[config.mk]
export PLATFORM = sky130hd
export DESIGN_NAME = rca_slice_sequencer
export DESIGN_NICKNAME = d
export VERILOG_FILES = /design/src/rtl/rca_slice_sequencer.sv
export SDC_FILE = /design/constraint.sdc
export NUM_CORES = 1
export LEC_CHECK = 0
export CAP_MARGIN = 10
export CORE_ASPECT_RATIO = 1.4
export CORE_UTILIZATION = 35
export CTS_CLUSTER_SIZE = 40
export DETAILED_ROUTE_END_ITERATION = 7
export GPL_TIMING_DRIVEN = 0
export MAX_ROUTING_LAYER = met4
export PLACE_DENSITY = 0.7
export SYNTH_ARGS = -nofsm -noshare
export SYNTH_HDL_FRONTEND = slang
export SYNTH_SLANG_ARGS = --single-unit
export TNS_END_PERCENT = 10
[constraint.sdc]
create_clock -name clk -period 2.31 [get_ports clk]
set_input_delay 0.462 -clock clk [delete_from_list [all_inputs] [get_ports clk]]
set_output_delay 0.462 -clock clk [all_outputs]
set_load 0.01 [all_outputs]
[src/rtl/rca_slice_sequencer.sv]
// Slice sequencer for wide ripple-carry additions: LSB-first slices, chained carry, one registered output stage.
// Optional ADD_SUB_EN macro adds a per-operand 'sub' input selecting a - b.
module rca_slice_sequencer #(
  parameter int DATA_WIDTH = 8,
  parameter int MAX_SLICES = 4,
  localparam int IDX_W = $clog2(MAX_SLICES)
) (
  input  logic                  clk,
  input  logic                  reset,
`ifdef ADD_SUB_EN
  input  logic                  sub,
`endif
  input  logic                  in_valid,
  output logic                  in_ready,
  input  logic [DATA_WIDTH-1:0] a,
  input  logic [DATA_WIDTH-1:0] b,
  input  logic                  in_last,
  output logic                  out_valid,
  input  logic                  out_ready,
  output logic [DATA_WIDTH-1:0] sum,
  output logic                  out_cout,
  output logic                  out_last,
  output logic [IDX_W-1:0]      out_idx,
  output logic                  out_err
);

  typedef enum logic {IDLE, BUSY} state_t;

  state_t                state_q, state_d;
  logic                  carry_q, carry_d;
  logic [IDX_W-1:0]      cnt_q, cnt_d;
  logic                  accept;
  logic                  sub_eff;
  logic                  cin_p0;
  logic                  forced_p0;
  logic [DATA_WIDTH-1:0] b_eff_p0;
  logic [DATA_WIDTH:0]   add_p0;

  logic                  vld_p1;
  logic [DATA_WIDTH-1:0] sum_p1;
  logic                  cout_p1;
  logic                  last_p1;
  logic [IDX_W-1:0]      idx_p1;
  logic                  err_p1;

  function automatic logic [DATA_WIDTH:0] slice_add(input logic [DATA_WIDTH-1:0] x,
                                                    input logic [DATA_WIDTH-1:0] y,
                                                    input logic                  ci);
    return {1'b0, x} + {1'b0, y} + {{DATA_WIDTH{1'b0}}, ci};
  endfunction

  assign in_ready = !vld_p1 || out_ready;
  assign accept   = in_valid && in_ready;

`ifdef ADD_SUB_EN
  logic sub_q;
  // The operation is chosen on slice 0 and held for the rest of the operand.
  always_ff @(posedge clk) begin
    if (reset)                       sub_q <= 1'b0;
    else if (accept && state_q == IDLE) sub_q <= sub;
  end
  assign sub_eff = (state_q == IDLE) ? sub : sub_q;
`else
  assign sub_eff = 1'b0;
`endif

  // Stage p0: slice arithmetic and sequencing decisions
  assign cin_p0    = (state_q == IDLE) ? sub_eff : carry_q;
  assign b_eff_p0  = sub_eff ? ~b : b;
  assign add_p0    = slice_add(a, b_eff_p0, cin_p0);
  assign forced_p0 = (state_q == BUSY) && !in_last && (cnt_q == IDX_W'(MAX_SLICES - 1));

  always_comb begin
    state_d = state_q;
    carry_d = carry_q;
    cnt_d   = cnt_q;
    if (accept) begin
      if (in_last || forced_p0) begin
        state_d = IDLE;
        carry_d = 1'b0;
        cnt_d   = '0;
      end else begin
        state_d = BUSY;
        carry_d = add_p0[DATA_WIDTH];
        cnt_d   = cnt_q + IDX_W'(1);
      end
    end
  end

  always_ff @(posedge clk) begin
    if (reset) begin
      state_q <= IDLE;
      carry_q <= 1'b0;
      cnt_q   <= '0;
    end else begin
      state_q <= state_d;
      carry_q <= carry_d;
      cnt_q   <= cnt_d;
    end
  end

  // Stage p1: output register, overwritten on accept even while draining
  always_ff @(posedge clk) begin
    if (reset) begin
      vld_p1  <= 1'b0;
      sum_p1  <= '0;
      cout_p1 <= 1'b0;
      last_p1 <= 1'b0;
      idx_p1  <= '0;
      err_p1  <= 1'b0;
    end else if (accept) begin
      vld_p1  <= 1'b1;
      sum_p1  <= add_p0[DATA_WIDTH-1:0];
      cout_p1 <= add_p0[DATA_WIDTH];
      last_p1 <= in_last || forced_p0;
      idx_p1  <= cnt_q;
      err_p1  <= forced_p0;
    end else if (out_ready) begin
      vld_p1  <= 1'b0;
    end
  end

  assign out_valid = vld_p1;
  assign sum       = sum_p1;
  assign out_cout  = cout_p1;
  assign out_last  = last_p1;
  assign out_idx   = idx_p1;
  assign out_err   = err_p1;

endmodule

### After elaboration in Yosys (flattened, before gate mapping)

Cells that the tools add are included.

* bits in registers: 18
* input port bits: 21
* output and inout bits: 15
* word-level logic and storage cells: 27

* add/sub/neg operators: 3
* equal/unequal tests: 1
* mux-type cells: 6
* reductions and logical operators: 8

Operators by type and width (number)
* adder 8 x 8 -> 9 bit: 1
* adder 9 x 1 -> 9 bit: 1
* two-way mux 1 bit: 5
* logical AND 1 bit: 3
* adder 2 x 1 -> 2 bit, second input constant: 1
* == test 2 bit, second input constant: 1
* zero test 1 bit: 2
* logical OR 1 bit: 2
* two-way mux 2 bit: 1
* nonzero test 2 bit: 1

### Longest topological paths before layout

Gate-level depths: netlist of run 1.

* depth after elaboration: 5
* mapped depth: 8
* mapped depth without buffers: 8

### Least setup slack after synthesis of run 1

No wires, ideal clock.

* path type: input to register
* from: input port a[0]
* to: register cout_p1, in the netlist out_cout
* setup time: 0.134 ns
* arrival time: 1.844 ns
* data required time: 2.176 ns
* slack: 0.332 ns
* cell stages on the path: 8
* buffers on the path: 0
* cell sequence: inv_1 -> fa_1 -> inv_1 -> fa_1 -> a21o_2 -> a221oi_2 -> o21a_1 -> a211oi_1

* cells in the longest elaborated chain, start to end: 2

RTL lines
* start: declaration: RTL line 15 `input logic [DATA_WIDTH-1:0] a,`
* adder 8 x 8 -> 9 bit: RTL line 49 `return {1'b0, x} + {1'b0, y} + {{DATA_WIDTH{1'b0}}, ci};`
* adder 9 x 1 -> 9 bit: RTL line 49
* end signal: assignment: RTL line 114 `cout_p1 <= add_p0[DATA_WIDTH];`
* end: declaration: RTL line 41 `logic cout_p1;`

No other way between the ends.
A chain may end at the register's enable or synchronous reset.

### Final worst setup path of run 1

Same ends and word-level chain as after synthesis.

==> results of run 1 <==
## worst max-delay path by stage
stage	to	cells past startpoint
finish	out_cout	9
global route	out_cout	9
CTS	out_cout	9
detailed placement	out_cout	9
global placement	out_cout	9
floorplan	out_cout	8
## registers in the layout (all words and copies together) (netlist names)
signal / cells
sum: 8
cnt_q: 2
out_idx: 2
carry_q: 1
out_cout: 1
out_err: 1
out_last: 1
out_valid: 1
state_q: 1
## stage by stage
| step | worst slack (ns) | TNS (ns) | hold WS, ns | cell area, um^2 | power [uW] |
|---|---|---|---|---|---|
| global placement | -0.242 | -0.750 | 0.439 | 1410 | 563 |
| finish | 0.0917 | 0 | 0.458 | 1460 | 753 |
| CTS | 0.0534 | 0 | 0.460 | 1450 | 753 |
| floorplan | 0.332 | 0 | 0.446 | 1020 | 470 |
| detailed placement | -0.243 | -0.788 | 0.445 | 1410 | 567 |
| global route | 0.0159 | 0 | 0.491 | 1460 | 799 |
## power by group
part / internal, uW / total, uW / switching (uW) / leakage, uW
sequential: 332 / 344 / 11.5 / 0.000148
combinational: 119 / 221 / 102 / 0.000414
clock: 96.0 / 189 / 92.6 / 0.0000210
## critical path: stages
cell,delay [ns]
clkdlybuf4s50_1,0.40
inv_1,0.08
fa_1,0.19
inv_1,0.06
fa_1,0.39
a21o_2,0.25
a221oi_4,0.27
o21a_1,0.20
a211oi_1,0.08
## layout by cell type (no fill, tap or decap), types with 2 or more instances in the layout
| cell type | n |
|---|---|
| clkdlybuf4s50_1 | 34 |
| xor2_1 | 2 |
| nand2b_1 | 2 |
| nor2_1 | 8 |
| and3_1 | 2 |
| nand2_1 | 14 |
| a21oi_1 | 10 |
| o21a_1 | 4 |
| a21o_1 | 3 |
| fa_1 | 2 |
| a211oi_1 | 3 |
| dfxtp_1 | 18 |
| nor4_1 | 2 |
| a31oi_1 | 2 |
| clkbuf_4 | 3 |
| inv_1 | 6 |
| ha_1 | 8 |
| nand3_1 | 4 |
| buf_2 | 2 |
## final cells by class
type                    instances  area, um^2
repair buffers                 34         340
fillers                       270        1240
well taps                      36        45.0
clock buffers                   4        36.3
inverters                       6        22.5
flip-flops and latches         18         360
plain buffers                   4        17.5
multi-input cells              89         634
## cell families after synthesis
group	after synthesis	synth area share
AO/OA/AOI/OAI	33	0.226
XOR/XNOR	3	0.0257
adder cells (fa/ha/maj)	10	0.137
buffers and inverters	10	0.0391
flip-flops	18	0.352
multiplexers	1	0.00978
AND/OR/NAND/NOR	42	0.210
## timing repair
action	4_1_cts	5_1_grt
endpoints found under the setup margin	0	2
resized for setup	0	1
hold buffers	0	0
## layer usage
metal / share of wire / vias to the layer above
li1: - / 498
met1: 0.42 / 461
met2: 0.52 / 30
met3: 0.042 / 7
met4: 0.019 / 0
met5: 0 / -
==> out/qor.yml, run 1 <==
cts:
  tritoncts: "yes"
  cts.sinks: 18
  numCtsBuffers: 3
  clk_pin_slew_ns: 0.10
  ctsRootBufferMaster: "clkbuf_4"
  clock_path_buffers: 2
  clkLatencyLatePin_ns: 0.29
  post_cts_buffers: 0
  htreeDepth: 1
drt:
  num_vias: 996
  wl_per_cell_um: 11.9
  viasPerCell: 5.21
  routed_wl_um: 2270
  drc_errors: 0
  ant_nets: 0
  drt_iter0_drc: 30
  dr.pass1.iters: 4
synthesis:
  synth_cell_types: 42
  ys_seq_elements: 18
  syn_inst: 117
  synth_top_area_share: 0.352
  ys_seq_area_frac: 0.352
  synth_area_leaders: "dfxtp_1, ha_1, nand2_1, a21oi_1, fa_1"
  syn_nets: 148
  syn_avg_cell_area_um2: 8.75
  ys_warn_count: 0
  synth_edf_count: 0
  yosys.area.top_type: "dfxtp_1"
  synth_ff_type: "dfxtp_1"
  syn_area_um2: 1020
  async_flop_share: 0
  synth.most_common_cell: "dfxtp_1"
  synth_common_cells: "dfxtp_1, nand2_1, a21oi_1, ha_1, nor2_1"
grt:
  antenna_found_initial: 0
  grt_util_all_layers: 0.169
  grt_first_pass_wirelength_um: 3860
  top_usage_layer: "met2"
  gr-total-overflow: 0
  grtUsageMet3: 0.0246
  first_global_vias: 966
  met2_usage: 0.294
  gr-usage-met1: 0.190
  grt_max_degree: 11
sta:
  timing.final.crit_share: 0.960
  hold_violations: 0
  tightestPinTransition_ns: 0.475
  finalSetupViolations: 0
  worst_clock_skew_ns: 0.00798
  slew_violations: 0
  maxSlewHeadroom: 0.683
  rsz0062_at_grt: "false"
  layout_min_cycle_time_ns: 2.22
  fmaxAchievable_mhz: 451
layout:
  final_core_util: 0.540
  diodes: 0
  finalNetCount: 187
  drive_above_1_share: 0.0839
  area_growth_syn_to_layout_pct: 42.3
  fin_cells: 191
worst_hold_path:
  hold_end: "out_err"
  hp-start: "out_err"
  whs_path_depth: 2
  hold_path_class: "reg -> reg"
critical_path:
  cp-end-kind: "flop"
  start_kind: "primary input"
  crit_fanout: 2
  cp.required_ns: 2.47
  r2r_start: "state_q"
  crit_path_start: "a[0]"
  worstPathArrival_ns: 2.38
  timing.rr.end: "out_cout"
  path_class: "in -> reg"
  reg2reg_depth: 8
  reg2reg_slack_ns: 0.29
die:
  core_um2: 2700
  pin_count: 36
  initial_core_util: 0.379
  die_x_um: 47.7
  dieArea_um2: 3150
  num_rows: 22
  die_h_um: 66.0
place:
  dp.cells: 187
  post-dp-hpwl_um: 1840
  gp_congestion: 0.874
  place.port_buffers: 34
pwr:
  leakage_uw: 0.000583
  powerDensity_nw_per_um2: 517
  peakVddDrop_v: 0.000338
status:
  outcome: "finished, final reports clean"
flow_run:
  drv_cap: 0
Power figures use the tool's default switching activity.
==> run 2, diff against run 1 <==
--- a/config.mk
+++ b/config.mk
@@ -13,6 +13,7 @@
 export GPL_TIMING_DRIVEN = 0
 export MAX_ROUTING_LAYER = met4
 export PLACE_DENSITY = 0.7
+export RECOVER_POWER = 100
 export SYNTH_ARGS = -nofsm -noshare
 export SYNTH_HDL_FRONTEND = slang
 export SYNTH_SLANG_ARGS = --single-unit
==> out/qor.yml, run 2 (synthesized netlist as in run 1, its figures left out) <==
pwr:
  power_uw: 742  # -1.4%
  leakage_uw: 0.000613  # +5.2%
  powerDensity_nw_per_um2: 512  # -0.93%
  peakVddDrop_v: 0.000331  # -1.9%
sta:
  maxSlewHeadroom: 0.662  # -0.0219
  tightestPinTransition_ns: 0.506  # +0.0309 ns
  rsz0062_at_grt: "false"
  hold_slack_ns: 0.455  # -0.00219 ns
  fmaxAchievable_mhz: 443  # -1.8%
  slew_violations: 0  # unchanged
  timing.final.crit_share: 0.978  # +0.0175
  finalSetupViolations: 0  # unchanged
  layout_min_cycle_time_ns: 2.26  # +0.0403 ns
  hold_violations: 0  # unchanged
  worst_clock_skew_ns: 0.00657  # -0.00141 ns
  setup_ws_ns: 0.0514  # -0.0403 ns
cts:
  clk_pin_slew_ns: 0.10  # about the same
  clkLatencyLatePin_ns: 0.29  # about the same
  hold_buffers: 0  # unchanged
  ctsRootBufferMaster: "clkbuf_4"
  htreeDepth: 1  # unchanged
  ctsResizeCount: 0  # unchanged
  tritoncts: "yes"
  cts.sinks: 18  # unchanged
  clock_path_buffers: 2  # unchanged
  numCtsBuffers: 3  # unchanged
  post_cts_buffers: 0  # unchanged
drt:
  dr.pass1.iters: 6  # +2
  wl_met1_um: 960  # +0.21%
  drt_iter0_drc: 22  # -27%
  routed_wl_um: 2290  # +0.84%
  viasPerCell: 5.21  # -0.10%
  wl_met2_um: 1190  # +1.2%
  wl_met3_um: 102  # +7.4%
  wl_per_cell_um: 12.0  # +0.84%
  drc_errors: 0  # unchanged
  top_layer: "met4"
  num_vias: 995  # -0.10%
  ant_nets: 0  # unchanged
critical_path:
  reg2reg_depth: 8  # unchanged
  cp.required_ns: 1.85  # -0.62 ns
  cp-end-kind: "primary output"
  path_class: "in -> out"
  start_kind: "primary input"
  crit_fanout: 4  # +2
  worstPathArrival_ns: 1.80  # -0.58 ns
layout:
  finalNetCount: 187  # unchanged
  drive_above_1_share: 0.0581  # -0.0258
  largest_reg_flops: 8  # unchanged
  diodes: 0  # unchanged
  design_area_um2: 1450  # -0.52%
  area_growth_syn_to_layout_pct: 41.6
  final_common_cell: "clkdlybuf4s50_1"
  mostFrequentLayoutCells: "clkdlybuf4s50_1, dfxtp_1, dlygate4sd3_1"
  multi_input_comb_area_um2: 629  # -0.79%
  fin_cells: 191  # unchanged
  regArea_um2: 360  # unchanged
  num-fill-cells: 273  # +1.1%
grt:
  grt_max_degree: 11  # unchanged
  gr-total-overflow: 0  # unchanged
  first_global_vias: 966  # unchanged
  grt_first_pass_wirelength_um: 3860  # unchanged
  antenna_found_initial: 0  # unchanged
  grt_util_all_layers: 0.169  # unchanged
place:
  place.port_buffers: 34  # unchanged
  gp_congestion: 0.874  # unchanged
  dp.cells: 187  # unchanged
  dpl_cell_area_um2: 1410  # unchanged
  post-dp-hpwl_um: 1840  # unchanged
  dp_slack_ns: -0.243  # unchanged
die:
  pin_count: 36  # unchanged
  initial_core_util: 0.379  # unchanged
  die_x_um: 47.7  # unchanged
  dieArea_um2: 3150  # unchanged
  die_h_um: 66.0  # unchanged
  core_um2: 2700  # unchanged
  num_rows: 22  # unchanged
worst_hold_path:
  whs_path_depth: 2  # unchanged
  hold_path_class: "reg -> reg"
flow_run:
  drv_cap: 0  # unchanged
status:
  outcome: "finished, final reports clean"
run 2: stage by stage:
| step | util | setup TNS, ns |
|---|---|---|
| floorplan | - | 0 |
| global placement | 0.522 | -0.750 |
| detailed placement | 0.522 | -0.788 |
| CTS | 0.536 | 0 |
| global route | 0.537 | 0 |
| finish | 0.537 | 0 |
run 2: where the power goes:
part           internal (uW)  leakage, uW  switching (uW)  total (uW)
logic                    110     0.000444             102         212
clock network           95.9    0.0000210            91.3         187
registers                332     0.000148            10.8         343
run 2: path summary, 6_finish.rpt:
check	start	end	slack, ns
max	out_ready	in_ready	0.05
max reg2reg	state_q	out_cout	0.29
min	out_err	out_err	0.46
min reg2reg	out_err	out_err	0.46
run 2: area by class of cell:
class / instances / share of cell area
buffer: 4 / 0.0104
clock buffer: 4 / 0.0250
inverter: 6 / 0.0155
multi-input combinational: 89 / 0.434
sequential: 18 / 0.249
tap: 36 / 0.0311
timing repair buffer: 34 / 0.235
run 2: worst max-delay path, stage by stage:
cell	delay [ns]
clkdlybuf4s50_1	0.41
nor2b_1	0.27
inv_1	0.15
clkdlybuf4s50_1	0.50
run 2: per-layer routing:
layer / up-vias / track usage
met3: 7 / 0.0246
li1: 497 / -
met1: 462 / 0.190
met2: 29 / 0.294
met5: - / -
met4: 0 / 0.0521
==> run 3, diff against run 2 <==
--- a/config.mk
+++ b/config.mk
@@ -13,7 +13,7 @@
 export GPL_TIMING_DRIVEN = 0
 export MAX_ROUTING_LAYER = met4
 export PLACE_DENSITY = 0.7
-export RECOVER_POWER = 100
+export RECOVER_POWER = 50
 export SYNTH_ARGS = -nofsm -noshare
 export SYNTH_HDL_FRONTEND = slang
 export SYNTH_SLANG_ARGS = --single-unit
==> out/qor.yml, run 3 (synthesized netlist as in run 1, its figures left out) <==
status:
  outcome: "finished, final reports clean"
drt:
  dr.pass1.iters: 6  # unchanged
  num_vias: 1001  # +0.60%
  ant_nets: 0  # unchanged
  routed_wl_um: 2280  # -0.35%
  viasPerCell: 5.24  # +0.60%
  drt_iter0_drc: 25  # +14%
  wl_per_cell_um: 11.9  # -0.35%
  drc_errors: 0  # unchanged
critical_path:
  timing.rr.end: "out_cout"
  cp.required_ns: 2.47  # +0.62 ns
  reg2reg_slack_ns: 0.29  # about the same
  path_buf_inv: 3  # unchanged
  crit_chain: "clkdlybuf4s50_1, inv_1, fa_1, inv_1, fa_1, a21o_2, a221oi_4, o21a_1, a211oi_1"
  cp_slowest_stage_delay_ns: 0.40  # -0.10 ns
  r2r_start: "state_q"
  path_class: "in -> reg"
  slowest_stage: "clkdlybuf4s50_1"
  cp-end-kind: "flop"
  crit_fanout: 2  # -2
  reg2reg_depth: 8  # unchanged
  start_kind: "primary input"
  cp_top_family: "compound AO/OA/AOI/OAI gates"
  critical_path_depth: 9  # +5
  worstPathArrival_ns: 2.38  # +0.58 ns
worst_hold_path:
  hp-start: "out_err"
  hold_end: "out_err"
  hold_path_class: "reg -> reg"
  whs_path_depth: 2  # unchanged
sta:
  tightestPinTransition_ns: 0.520  # +0.0140 ns
  maxSlewHeadroom: 0.652  # -0.00936
  fmaxAchievable_mhz: 450  # +1.7%
  finalSetupViolations: 0  # unchanged
  hold_violations: 0  # unchanged
  rsz0062_at_grt: "false"
  slew_violations: 0  # unchanged
  layout_min_cycle_time_ns: 2.22  # -0.0378 ns
  setup_ws_ns: 0.0891  # +0.0378 ns
  worst_clock_skew_ns: 0.00739  # +0.000822 ns
  hold_slack_ns: 0.455  # -0.0000730 ns
  timing.final.crit_share: 0.961  # -0.0164
grt:
  first_global_vias: 966  # unchanged
  grt_util_all_layers: 0.169  # unchanged
  grt_first_pass_wirelength_um: 3860  # unchanged
  grt_max_degree: 11  # unchanged
  antenna_found_initial: 0  # unchanged
  gr-total-overflow: 0  # unchanged
cts:
  numCtsBuffers: 3  # unchanged
  htreeDepth: 1  # unchanged
  tritoncts: "yes"
  clkLatencyLatePin_ns: 0.29  # about the same
  post_cts_buffers: 0  # unchanged
  ctsRootBufferMaster: "clkbuf_4"
  clk_pin_slew_ns: 0.10  # about the same
  cts.sinks: 18  # unchanged
  clock_path_buffers: 2  # unchanged
place:
  place.port_buffers: 34  # unchanged
  dp.cells: 187  # unchanged
  post-dp-hpwl_um: 1840  # unchanged
  gp_congestion: 0.874  # unchanged
  dp_slack_ns: -0.243  # unchanged
layout:
  num-fill-cells: 272  # -0.37%
  drive_above_1_share: 0.0710  # +0.0129
  diodes: 0  # unchanged
  mostFrequentLayoutCells: "clkdlybuf4s50_1, dfxtp_1, nand2_1"
  finalNetCount: 187  # unchanged
  fin_cells: 191  # unchanged
  area_growth_syn_to_layout_pct: 41.9
  final_common_cell: "clkdlybuf4s50_1"
  largest_reg_flops: 8  # unchanged
die:
  die_x_um: 47.7  # unchanged
  core_um2: 2700  # unchanged
  num_rows: 22  # unchanged
  die_h_um: 66.0  # unchanged
  pin_count: 36  # unchanged
  initial_core_util: 0.379  # unchanged
  dieArea_um2: 3150  # unchanged
pwr:
  leakage_uw: 0.000614  # +0.19%
  pwr-share-seq: 0.461  # about the same
  p_switching_uw: 204  # -0.18%
  combPwrFrac: 0.288  # +0.002
  p_int_uw: 540  # +0.30%
  pwr-share-clk: 0.251  # about the same
  swShare: 0.274  # -0.000946
  powerDensity_nw_per_um2: 512  # about the same
  peakVddDrop_v: 0.000332  # +0.10%
flow_run:
  drv_cap: 0  # unchanged
==> run 3: final cells by class <==
type	instances	area (um^2)	area share
multi-input cells	89	632	0.435
plain buffers	4	16.3	0.0112
flip-flops and latches	18	360	0.248
inverters	6	22.5	0.0155
clock buffers	4	36.3	0.0250
well taps	36	45.0	0.0310
repair buffers	34	340	0.234
==> run 3: worst max path at each step <==
| stage | start | to | slack [ns] |
|---|---|---|---|
| 4_1_cts | a[0] | out_cout | 0.05 |
| 5_1_grt | a[0] | out_cout | 0.02 |
| 3_3_place_gp | a[0] | out_cout | -0.24 |
| 3_5_place_dp | a[0] | out_cout | -0.24 |
| 6_report | a[0] | out_cout | 0.09 |
| 2_1_floorplan | a[0] | out_cout | 0.33 |
==> run 3: worst reg2reg max path: cells and delay by family, from the launching register on <==
family | cells | cell delay [ns]
adders and majority gates | 2 | 0.59
DFF | 1 | 0.35
AOI/OAI and AO/OA | 4 | 0.80
and+or+nand+nor | 1 | 0.11
buffers and inverters | 1 | 0.06
==> run 3: routing by layer <==
layer | vias to the layer above | global-route usage | wire [um]
li1 | 498 | - | -
met1 | 463 | 0.190 | 967
met2 | 31 | 0.294 | 1170
met3 | 9 | 0.0246 | 99
met4 | 0 | 0.0521 | 42
met5 | - | - | 0
==> run 3: what timing repair did <==
item	in CTS	in global routing
hold buffers	0	0
endpoints found under the hold margin	0	0
gates resized for setup	0	1
setup endpoints to repair	0	2
==> run 3: stage by stage <==
stage           util  TNS [ns]  power, uW  instance area (um^2)
2_1_floorplan      -         0        470                  1020
3_3_place_gp   0.522    -0.750        563                  1410
3_5_place_dp   0.522    -0.788        567                  1410
4_1_cts        0.536         0        753                  1450
5_1_grt        0.538         0        791                  1450
6_report       0.538         0        744                  1450
==> run 3: power by group through the flow <==
stage	registers [uW]	logic, uW	clock network [uW]
floorplan	359	111	0
global placement	350	212	0
detailed placement	351	215	0
CTS	344	216	193
global route	346	237	209
finish	343	214	187
